$ cat config.mk
export PLATFORM = sky130hd
export DESIGN_NAME = dlfloat16_instr_encoder_flat
export DESIGN_NICKNAME = d
export VERILOG_FILES = /design/src/rtl/dlfloat16_pkg.sv /design/src/rtl/dlfloat16_instr_encoder_if.sv /design/src/rtl/dlfloat16_enc_fifo.sv /design/src/rtl/dlfloat16_instr_encoder.sv /design/src/flat_wrapper.sv
export SDC_FILE = /design/constraint.sdc
export NUM_CORES = 1
export LEC_CHECK = 0
export CAP_MARGIN = 30
export CORE_MARGIN = 2
export CORE_UTILIZATION = 40
export CTS_CLUSTER_DIAMETER = 50
export DETAILED_ROUTE_END_ITERATION = 8
export HOLD_SLACK_MARGIN = 0.05
export SYNTH_ARGS = -nofsm -noshare
export SYNTH_HDL_FRONTEND = slang
export SYNTH_HIERARCHICAL = 1
export SYNTH_SLANG_ARGS = --single-unit
$ cat constraint.sdc
create_clock -name clk -period 4.6 [get_ports clk]
set_clock_uncertainty 0.15 [all_clocks]
set_input_delay 0.46 -clock clk [delete_from_list [all_inputs] [get_ports clk]]
set_output_delay 0.46 -clock clk [all_outputs]
set_load 0.005 [all_outputs]
$ cat src/rtl/dlfloat16_pkg.sv
// Shared DLFloat16 FPU instruction encoding constants, used by both encoder and decoder.
package dlfloat16_pkg;

  localparam logic [6:0] OPC_FP  = 7'b1011011;
  localparam logic [6:0] OPC_FMA = 7'b0011011;
  localparam logic [6:0] OPC_FMS = 7'b0111011;

  localparam logic [4:0] F5_ADD    = 5'b00000;
  localparam logic [4:0] F5_SUB    = 5'b00001;
  localparam logic [4:0] F5_MUL    = 5'b00010;
  localparam logic [4:0] F5_DIV    = 5'b00011;
  localparam logic [4:0] F5_SGNJ   = 5'b00100;
  localparam logic [4:0] F5_MINMAX = 5'b00101;
  localparam logic [4:0] F5_I2F    = 5'b01000;
  localparam logic [4:0] F5_F2I    = 5'b01001;
  localparam logic [4:0] F5_SQRT   = 5'b01011;
  localparam logic [4:0] F5_CMP    = 5'b10100;

  typedef enum logic [3:0] {
    ENA_NONE   = 4'b0000,
    ENA_ADDSUB = 4'b0001,
    ENA_MUL    = 4'b0010,
    ENA_DIV    = 4'b0011,
    ENA_SQRT   = 4'b0100,
    ENA_SGNJ   = 4'b0101,
    ENA_CMP    = 4'b0110,
    ENA_I2F    = 4'b0111,
    ENA_F2I    = 4'b1000,
    ENA_FMA    = 4'b1001
  } ena_e;

  localparam logic [1:0] SEL1_SGNJ  = 2'b01;
  localparam logic [1:0] SEL1_SGNJN = 2'b10;
  localparam logic [1:0] SEL1_SGNJX = 2'b11;

  localparam logic [2:0] SEL2_MIN = 3'b001;
  localparam logic [2:0] SEL2_MAX = 3'b010;
  localparam logic [2:0] SEL2_EQ  = 3'b011;
  localparam logic [2:0] SEL2_LT  = 3'b100;
  localparam logic [2:0] SEL2_LE  = 3'b101;

  // rm-field values that select a variant instead of a rounding mode
  localparam logic [2:0] RMF_SGNJ  = 3'b000;
  localparam logic [2:0] RMF_SGNJN = 3'b001;
  localparam logic [2:0] RMF_SGNJX = 3'b010;
  localparam logic [2:0] RMF_MIN   = 3'b000;
  localparam logic [2:0] RMF_MAX   = 3'b001;
  localparam logic [2:0] RMF_EQ    = 3'b010;
  localparam logic [2:0] RMF_LT    = 3'b001;
  localparam logic [2:0] RMF_LE    = 3'b000;

  localparam logic [2:0] RM_RSV5 = 3'b101;
  localparam logic [2:0] RM_RSV6 = 3'b110;

  typedef struct packed {
    ena_e       ena;
    logic       op;
    logic [1:0] sel1;
    logic [2:0] sel2;
    logic [2:0] rm;
    logic [4:0] rd;
    logic [4:0] rs1;
    logic [4:0] rs2;
    logic [4:0] rs3;
  } enc_req_t;

endpackage

$ cat src/rtl/dlfloat16_instr_encoder_if.sv
// Request and instruction-stream handshakes of the DLFloat16 instruction encoder.
interface dlfloat16_instr_encoder_if;
  logic        req_valid;
  logic        req_ready;
  logic [3:0]  req_ena;
  logic        req_op;
  logic [1:0]  req_sel1;
  logic [2:0]  req_sel2;
  logic [2:0]  req_rm;
  logic [4:0]  req_rd;
  logic [4:0]  req_rs1;
  logic [4:0]  req_rs2;
  logic [4:0]  req_rs3;
  logic        instr_valid;
  logic        instr_ready;
  logic [31:0] instr;

  modport master (
    output req_valid, req_ena, req_op, req_sel1, req_sel2, req_rm,
           req_rd, req_rs1, req_rs2, req_rs3, instr_ready,
    input  req_ready, instr_valid, instr
  );

  modport slave (
    input  req_valid, req_ena, req_op, req_sel1, req_sel2, req_rm,
           req_rd, req_rs1, req_rs2, req_rs3, instr_ready,
    output req_ready, instr_valid, instr
  );
endinterface

$ cat src/rtl/dlfloat16_enc_fifo.sv
// Synchronous FIFO with occupancy; read data is zero while empty.
module dlfloat16_enc_fifo #(
  parameter int unsigned DEPTH = 4,
  parameter int unsigned WIDTH = 32
) (
  input  logic                     clk,
  input  logic                     rst_n,
  input  logic                     i_push,
  input  logic [WIDTH-1:0]         i_wdata,
  input  logic                     i_pop,
  output logic [WIDTH-1:0]         o_rdata_c,
  output logic [$clog2(DEPTH):0]   o_level,
  output logic                     o_full_c,
  output logic                     o_empty_c
);
  localparam int unsigned AW = $clog2(DEPTH);
  localparam int unsigned LW = AW + 1;

  logic [WIDTH-1:0] r_mem [DEPTH];
  logic [AW-1:0]    r_head;
  logic [AW-1:0]    r_tail;
  logic [LW-1:0]    r_level;
  logic             w_push;
  logic             w_pop;

  assign o_full_c  = (r_level == LW'(DEPTH));
  assign o_empty_c = (r_level == '0);
  assign w_push    = i_push & ~o_full_c;
  assign w_pop     = i_pop & ~o_empty_c;

  // Pointers wrap naturally since DEPTH is a power of two
  always_ff @(posedge clk or negedge rst_n) begin
    if (!rst_n) begin
      r_head  <= '0;
      r_tail  <= '0;
      r_level <= '0;
    end else begin
      if (w_push) r_tail <= r_tail + AW'(1);
      if (w_pop)  r_head <= r_head + AW'(1);
      case ({w_push, w_pop})
        2'b10:   r_level <= r_level + LW'(1);
        2'b01:   r_level <= r_level - LW'(1);
        default: r_level <= r_level;
      endcase
    end
  end

  always_ff @(posedge clk) begin
    if (w_push) r_mem[r_tail] <= i_wdata;
  end

  assign o_rdata_c = o_empty_c ? '0 : r_mem[r_head];
  assign o_level   = r_level;

endmodule

$ cat src/rtl/dlfloat16_instr_encoder.sv
// Encodes decoded DLFloat16 FPU requests into 32-bit custom RISC-V words and
// queues them for the instruction stream; illegal requests are counted and dropped.
module dlfloat16_instr_encoder
  import dlfloat16_pkg::*;
#(
  parameter int unsigned DEPTH = 4,
  parameter logic [1:0]  FMT   = 2'b00
) (
  input  logic                   clk,
  input  logic                   rst_n,
  dlfloat16_instr_encoder_if.slave bus,
  output logic                   err_illegal,
  output logic [7:0]             err_count,
  output logic [$clog2(DEPTH):0] level
);

  enc_req_t    w_req;
  logic        w_legal;
  logic        w_rm_ok;
  logic [6:0]  w_opc;
  logic [4:0]  w_top5;
  logic [4:0]  w_rs2f;
  logic [2:0]  w_rmf;
  logic [31:0] w_word;
  logic        w_accept;
  logic        w_push;
  logic        w_pop;
  logic        w_full;
  logic        w_empty;
  logic        r_err_illegal;
  logic [7:0]  r_err_count;

  assign w_req = '{
    ena:  ena_e'(bus.req_ena),
    op:   bus.req_op,
    sel1: bus.req_sel1,
    sel2: bus.req_sel2,
    rm:   bus.req_rm,
    rd:   bus.req_rd,
    rs1:  bus.req_rs1,
    rs2:  bus.req_rs2,
    rs3:  bus.req_rs3
  };

  assign w_rm_ok = (w_req.rm != RM_RSV5) && (w_req.rm != RM_RSV6);

  // Field selection per op class; w_top5 is fun5 for R-type and rs3 for R4-type
  always_comb begin
    w_legal = 1'b0;
    w_opc   = OPC_FP;
    w_top5  = F5_ADD;
    w_rs2f  = w_req.rs2;
    w_rmf   = w_req.rm;
    case (w_req.ena)
      ENA_ADDSUB: begin
        w_legal = w_rm_ok;
        w_top5  = w_req.op ? F5_SUB : F5_ADD;
      end
      ENA_MUL: begin
        w_legal = w_rm_ok;
        w_top5  = F5_MUL;
      end
      ENA_DIV: begin
        w_legal = w_rm_ok;
        w_top5  = F5_DIV;
      end
      ENA_SQRT: begin
        w_legal = w_rm_ok;
        w_top5  = F5_SQRT;
        w_rs2f  = '0;
      end
      ENA_I2F: begin
        w_legal = w_rm_ok;
        w_top5  = F5_I2F;
        w_rs2f  = '0;
      end
      ENA_F2I: begin
        w_legal = w_rm_ok;
        w_top5  = F5_F2I;
        w_rs2f  = '0;
      end
      ENA_SGNJ: begin
        w_top5 = F5_SGNJ;
        case (w_req.sel1)
          SEL1_SGNJ:  begin w_legal = 1'b1; w_rmf = RMF_SGNJ;  end
          SEL1_SGNJN: begin w_legal = 1'b1; w_rmf = RMF_SGNJN; end
          SEL1_SGNJX: begin w_legal = 1'b1; w_rmf = RMF_SGNJX; end
          default:    w_legal = 1'b0;
        endcase
      end
      ENA_CMP: begin
        case (w_req.sel2)
          SEL2_MIN: begin w_legal = 1'b1; w_top5 = F5_MINMAX; w_rmf = RMF_MIN; end
          SEL2_MAX: begin w_legal = 1'b1; w_top5 = F5_MINMAX; w_rmf = RMF_MAX; end
          SEL2_EQ:  begin w_legal = 1'b1; w_top5 = F5_CMP;    w_rmf = RMF_EQ;  end
          SEL2_LT:  begin w_legal = 1'b1; w_top5 = F5_CMP;    w_rmf = RMF_LT;  end
          SEL2_LE:  begin w_legal = 1'b1; w_top5 = F5_CMP;    w_rmf = RMF_LE;  end
          default:  w_legal = 1'b0;
        endcase
      end
      ENA_FMA: begin
        w_legal = w_rm_ok;
        w_opc   = w_req.op ? OPC_FMS : OPC_FMA;
        w_top5  = w_req.rs3;
      end
      default: w_legal = 1'b0;
    endcase
  end

  assign w_word   = {w_top5, FMT, w_rs2f, w_req.rs1, w_rmf, w_req.rd, w_opc};
  assign w_accept = bus.req_valid & bus.req_ready;
  assign w_push   = w_accept & w_legal;
  assign w_pop    = bus.instr_valid & bus.instr_ready;

  dlfloat16_enc_fifo #(
    .DEPTH (DEPTH),
    .WIDTH (32)
  ) u_fifo (
    .clk       (clk),
    .rst_n     (rst_n),
    .i_push    (w_push),
    .i_wdata   (w_word),
    .i_pop     (w_pop),
    .o_rdata_c (bus.instr),
    .o_level   (level),
    .o_full_c  (w_full),
    .o_empty_c (w_empty)
  );

  assign bus.req_ready   = ~w_full;
  assign bus.instr_valid = ~w_empty;

  // Dropped-request pulse and saturating counter
  always_ff @(posedge clk or negedge rst_n) begin
    if (!rst_n) begin
      r_err_illegal <= 1'b0;
      r_err_count   <= '0;
    end else begin
      r_err_illegal <= w_accept & ~w_legal;
      if (w_accept && !w_legal && (r_err_count != 8'hFF))
        r_err_count <= r_err_count + 8'd1;
    end
  end

  assign err_illegal = r_err_illegal;
  assign err_count   = r_err_count;

endmodule

$ cat src/flat_wrapper.sv
// flat-port wrapper written by rule: the top's interface ports become plain ports
module dlfloat16_instr_encoder_flat import dlfloat16_pkg::*;
#(
  parameter int unsigned DEPTH = 4,
  parameter logic [1:0]  FMT   = 2'b00
)
  (clk, rst_n, err_illegal, err_count, level, bus_req_valid, bus_req_ena, bus_req_op, bus_req_sel1, bus_req_sel2, bus_req_rm, bus_req_rd, bus_req_rs1, bus_req_rs2, bus_req_rs3, bus_instr_ready, bus_req_ready, bus_instr_valid, bus_instr);
  dlfloat16_instr_encoder_if bus_i ();
  input  logic clk;
  input  logic rst_n;
  output logic err_illegal;
  output logic [7:0] err_count;
  output logic [$clog2(DEPTH):0] level;
  input wire logic [$bits(bus_i.req_valid)-1:0] bus_req_valid;
  input wire logic [$bits(bus_i.req_ena)-1:0] bus_req_ena;
  input wire logic [$bits(bus_i.req_op)-1:0] bus_req_op;
  input wire logic [$bits(bus_i.req_sel1)-1:0] bus_req_sel1;
  input wire logic [$bits(bus_i.req_sel2)-1:0] bus_req_sel2;
  input wire logic [$bits(bus_i.req_rm)-1:0] bus_req_rm;
  input wire logic [$bits(bus_i.req_rd)-1:0] bus_req_rd;
  input wire logic [$bits(bus_i.req_rs1)-1:0] bus_req_rs1;
  input wire logic [$bits(bus_i.req_rs2)-1:0] bus_req_rs2;
  input wire logic [$bits(bus_i.req_rs3)-1:0] bus_req_rs3;
  input wire logic [$bits(bus_i.instr_ready)-1:0] bus_instr_ready;
  output wire logic [$bits(bus_i.req_ready)-1:0] bus_req_ready;
  output wire logic [$bits(bus_i.instr_valid)-1:0] bus_instr_valid;
  output wire logic [$bits(bus_i.instr)-1:0] bus_instr;
  assign bus_i.req_valid = bus_req_valid;
  assign bus_i.req_ena = bus_req_ena;
  assign bus_i.req_op = bus_req_op;
  assign bus_i.req_sel1 = bus_req_sel1;
  assign bus_i.req_sel2 = bus_req_sel2;
  assign bus_i.req_rm = bus_req_rm;
  assign bus_i.req_rd = bus_req_rd;
  assign bus_i.req_rs1 = bus_req_rs1;
  assign bus_i.req_rs2 = bus_req_rs2;
  assign bus_i.req_rs3 = bus_req_rs3;
  assign bus_i.instr_ready = bus_instr_ready;
  assign bus_req_ready = bus_i.req_ready;
  assign bus_instr_valid = bus_i.instr_valid;
  assign bus_instr = bus_i.instr;
  dlfloat16_instr_encoder #(.DEPTH(DEPTH), .FMT(FMT)) u_core (.clk(clk), .rst_n(rst_n), .bus(bus_i), .err_illegal(err_illegal), .err_count(err_count), .level(level));
endmodule
# == After elaboration in Yosys (flattened, before gate mapping) ==
# Memory sizes are Yosys's and may differ from the RTL's.
# Index checks and enable logic that the tools add are counted.
# classes
bitwise,9
multipliers,0
reduce_logical,14
shift,0
n_eq_ne,23
div_mod_pow,0
addsub,5
magnitude_cmp,0
muxes,16
# ops
cell,count
5-bit case mux with 9 select lines,1
32-bit two-way mux,1
3-bit case mux with 3 select lines,2
4-bit by 3-bit == test with 1-bit output (second input constant),4
3-bit case mux with 2 select lines,2
5-bit case mux with 2 select lines,1
3-bit == test (second input constant),3
3-bit OR reduction,3
8-bit by 1-bit adder with 8-bit output (second input constant),1
4-bit by 2-bit == test with 1-bit output (second input constant),2
4-bit == test (second input constant),2
8-bit inequality test (second input constant),1
7-bit two-way mux,1
7-bit OR reduction,1
1-bit bitwise AND,6
2-bit == test (second input constant),3
3-bit by 2-bit == test with 1-bit output (second input constant),2
6-bit two-way mux,1
3-bit inequality test (second input constant),2
2-bit OR reduction,3
1-bit two-way mux,5
5-bit two-way mux,1
5-bit OR reduction,1
2-bit by 1-bit adder with 2-bit output (second input constant),2
11 further kinds,16
# totals
inputBits,37
output_inout_bits,46
ramBits,120
romBits,0
ff_bits,16
latch_bits,0
memories,1
# mem_list
memory,depth,width,read_ports,rd_ports_with_merged_regs,wr,line_no,text
u_core.u_fifo.r_mem,4,30,1,0,1,dlfloat16_enc_fifo.sv:19,logic [WIDTH-1:0] r_mem [DEPTH];

# == Logic depth before layout (Yosys ltp) ==
# logic_depth
depth_word,8
ltp_mapped,15
depth_no_buf,13

# == Hierarchy ==
# The synthesis kept the hierarchy.
# modules_own_cells
mod,cells_each,seq_area_each_um2,n_inst,area_per_inst_um2
dlfloat16_enc_fifo,241,4018.9,1,5291.3
dlfloat16_instr_encoder,116,225.2,1,923.4

# == Worst setup path after synthesis ==
# OpenSTA, ideal clock, no wires.
# synth_timing
path_type,input-to-reg
startpoint,in bus_req_ena[0]
endpoint,"mem u_core/u_fifo/r_mem[0][0] (netlist name), enable pin"
path_stages,8
n_path_buf,2
arrival_time_ns,2.730
slack_ns,1.328
setup_ns,0.392
path_cell_list,buf_2 nor2b_1 o22a_1 o311a_1 buf_6 and2b_2 nor2b_1 and2_1
# synth_via
elab_chain_cells,7
# synth_rtl
item,line_no,text
start: declaration,flat_wrapper.sv:15,input wire logic [$bits(bus_i.req_ena)-1:0] bus_req_ena;
4-bit by 1-bit == test with 1-bit output (tied with other cells),dlfloat16_instr_encoder.sv:54,case (w_req.ena)
7-bit OR reduction (no line),--,
1-bit case mux with 3 select lines (*),dlfloat16_instr_encoder.sv:54,
1-bit bitwise AND (*),dlfloat16_instr_encoder.sv:112,assign w_push = w_accept & w_legal;
named net u_core.w_push,dlfloat16_instr_encoder.sv:26,logic w_push;
1-bit bitwise AND (*),dlfloat16_enc_fifo.sv:28,assign w_push = i_push & ~o_full_c;
1-bit two-way mux (*),dlfloat16_enc_fifo.sv:49,if (w_push) r_mem[r_tail] <= i_wdata;
1-bit two-way mux (not written as such) (*),dlfloat16_enc_fifo.sv:49,
end: declaration,dlfloat16_enc_fifo.sv:19,
# The timed path passes the listed nets; every way through them passes the cells marked *.

# == Worst setup path after layout ==
# layout_timing
startpoint,in bus_req_ena[3]
endpoint,"mem u_core/u_fifo/r_mem[3][5] (netlist name), enable pin"
# Same word-level chain as after synthesis.

==> metrics.md <==
| Metric | Value |
|---|---|
| Area fraction of the dominant cell type after synthesis | `61.8%` |
| Final Wtd Congestion | `0.818` |
| FMAX | `0.290 GHz` |
| Clock H-tree levels | `4` |
| WP data arrival | `3.37 ns` |
| P_int | `3.30 mW` |
| First-pass GRT wire length | `18200 microns` |
| FF+latch area | `4250 sq um` |
| Largest family of logic cells by synthesized area | `multiplexers` |
| TritonCTS Buffers | `17` |
| Die area | `16500 sq um` |
| Post-DP HPWL | `7460 microns` |
| Drt drc | `0` |
| Global-route usage over all layers | `14.9%` |
| Final min period | `3.45 ns` |
| Antenna Nets Post-Route | `0` |
| Syn-to-layout area delta | `26.8%` |
| Synth area leader | `edfxtp_1` |
| Die Height | `129 microns` |
| Sequential area share after synthesis | `68.3%` |
| Max cap viols | `0` |
| Final WL | `11700 microns` |
| Complex-gate fraction of the synthesized area | `2.30%` |
| Post-layout util | `51.8%` |
| Post-synth EDFFs | `128` |
| Psw | `1.19 mW` |
| Slew @ Worst Pin | `0.847 ns` |
| Multi-input gate area | `1880 sq um` |
| Max_slew headroom | `43.5%` |
| CP peak stage delay | `0.59 ns` |
| Hold Path Class | `input port to async pin` |
| Final WS setup | `1.15 ns` |
| Pwr per Cell Area | `570 nW/um^2` |
| Post-CTS Resized | `0` |
| Period utilization | `75.0%` |
| CTS clk-pin slew, worst paths | `0.06 ns` |
| CTS tree | `built` |
| Crit path buf inv count | `2` |
| Cells after DPL | `641` |
| Initial antenna violation count | `0` |
| Ranking of synthesized cells by area | `edfxtp_1, mux4_2, dfrtp_1` |
| Hold Violations, Final | `0` |
| Starting density of the core | `40.9%` |
| Crit Path Class | `input port to register` |
| Status | `finished clean` |
| Grt ovf | `0` |
| Setup violations, final | `0` |
| Rows | `45` |
| Setup Fix Bufs, Post-CTS | `0` |
| Synth Area per Inst | `17.4 sq um` |
| Sw frac | `26.6%` |
| Cts hold-fix bufs | `0` |
| Final net count | `517` |
| Pins Over Slew Limit | `0` |
| CP max FO | `27` |
| Root Driver | `clkbuf_16` |
| Vias in the first global route | `3376` |
| RSZ-0062 raised after global routing | `false` |
| Diodes inserted | `0` |
| CTS Buffer Depth | `2` |
| Die span in x | `129 microns` |
| Top FF cell, synth | `edfxtp_1` |
| Comb power frac | `31.7%` |
| FF+latch count, synth | `144` |
| Starting DRT DRC Count | `214` |
| Ys Warns | `6` |
| Synth Area in Simple Gates | `9.97%` |
| Router iterations before antenna repair | `5` |
| Max VDD drop | `0.000235 V` |
| Crit end category | `register` |
| Fin Setup TNS | `0 ns` |
| Routed len/inst | `17.4 microns` |
| Startpoint class of the critical path | `input port` |
| Data required, critical path | `4.51 ns` |
| Sequential fraction of design power | `40.0%` |
| Vias after detailed routing | `3345` |
| Clock power frac | `28.4%` |
| Fill cell total of the finished layout | `1263` |
| I/O pin count | `83` |
| Adder-Cell Fraction of Synth Area | `1.73%` |
| Clk Latency, worst-skew pair | `0.42 ns` |
| CP max stage cell | `clkdlybuf4s50_1` |
| Vias/cell | `4.97` |
| Design Power | `4.49 mW` |
| Share of cells above drive strength 1 | `16.3%` |
| Cells after Synth | `357` |
| Multiplexer share of the synthesized area | `12.3%` |
| Fin cells | `673` |
| Post-synth ARST share | `11.1%` |
| # port buffers | `82` |
| Xor/xnor share of the synthesized area | `2.11%` |
| Top Family by Delay on Critical Path | `simple AND/OR/NAND/NOR gates` |
| Static Leak | `2.75 nW` |
| Core ar. | `15200 sq um` |
| Clock tree sinks | `144` |
| Critical Path, Cell by Cell | `clkdlybuf4s50_1, nand4bb_1, a21o_1, o311a_1, and2b_2, nor2b_1, and2_2, buf_4` |
| Synthesized area | `6210 sq um` |
| Number of distinct library cells after synthesis | `53` |
| Placement Setup Slack | `0.744 ns` |
| Pin count of the biggest net entering global routing | `37` |
-- sequential cells by signal, summed over array words and instances (netlist names) --
register / cells
u_core/u_fifo/r_mem: 128
u_core/err_count: 8
u_core/u_fifo/o_level: 3
u_core/u_fifo/r_head: 2
u_core/u_fifo/r_tail: 2
u_core/err_illegal: 1
-- layout make-up --
| cell class | count | share of cell area [%] |
|---|---|---|
| Tap cell | 188 | 2.99 |
| Multi-Input combinational cell | 207 | 23.9 |
| Clock inverter | 13 | 1.54 |
| Inverter | 13 | 0.619 |
| Clock buffer | 19 | 5.50 |
| Sequential cell | 144 | 53.9 |
| Timing Repair Buffer | 89 | 11.6 |
-- power by group through the flow --
| stage | logic, mW | registers (mW) | clock network, mW |
|---|---|---|---|
| after floorplan | 0.896 | 1.69 | 0 |
| after global placement | 1.44 | 1.82 | 0 |
| after detailed placement | 1.45 | 1.83 | 0 |
| after CTS | 1.46 | 1.80 | 1.31 |
| after global routing | 1.56 | 1.82 | 1.35 |
| final | 1.42 | 1.79 | 1.27 |
-- placed cells by master, fill, tap and decap left out, drive strengths merged, types with 4 or more instances in the layout --
cell,n
nor2,10
a21oi,4
edfxtp,128
mux4,32
nor2b,34
clkdlybuf4s50,82
nand3,8
buf,7
ha,7
a31oi,5
and3,4
and2b,5
xnor2,9
nand4,4
clkinv,7
o21ai,4
inv,13
nand2,7
conb,28
xor2,6
and2,13
nor3,4
clkbuf,19
dfrtp,16
clkinvlp,4
-- logic make-up after synthesis --
logic type      after synthesis
compound gates               21
mux                          35
xor+xnor                     15
simple gates                100
flops                       144
buf+inv                      32
other cells                   2
fa+ha+maj                     8
-- cell usage after synthesis, drive strengths merged, types with 2 or more instances --
cell type  number
a21o            2
nand2           7
inv            13
xnor2           9
nand4           4
dfrtp          16
nand2b          2
edfxtp        128
conb            2
a31oi           5
nor2b          34
nand3           8
nor2           10
and3            4
buf            16
ha              7
xor2            6
and2b           5
nor3            4
o21ai           4
and2           13
mux4           32
clkbuf          3
mux2            2
a21oi           4
-- metrics by stage --
| step | hold slack (ns) | cell area [sq um] |
|---|---|---|
| floorplan | 0.0144 | 6310 |
| global placement | 0.357 | 7320 |
| detailed placement | 0.349 | 7320 |
| CTS | 0.349 | 7880 |
| global route | 0.382 | 7880 |
| finish | 0.336 | 7880 |
-- per-layer routing --
layer / global-route usage, % / wire [microns] / part of all wire, % / up-vias
met1: 18.3 / 4990 / 43 / 1685
met3: 4.24 / 512 / 4.4 / 17
met4: 6.14 / 196 / 1.7 / 0
met2: 25.1 / 6020 / 51 / 76
met5: 0 / 0 / 0 / -
li1: - / - / - / 1567
-- worst paths after layout --
check                      slack (ns)                   endpoint  cells after the start                     start
hold / removal                   0.34         u_core/err_illegal                      1                     rst_n
hold reg to reg                  0.36        u_core/err_count[5]                      1       u_core/err_count[5]
setup / recovery                 1.15  u_core/u_fifo/r_mem[3][5]                      8            bus_req_ena[3]
max in group asynchronous        3.44    u_core/u_fifo/r_head[1]                      1                     rst_n
min in group clk                 0.36        u_core/err_count[5]                      1       u_core/err_count[5]
setup reg to reg                 1.54  u_core/u_fifo/r_mem[3][5]                      6  u_core/u_fifo/o_level[2]
Power figures use the tool's default switching activity.
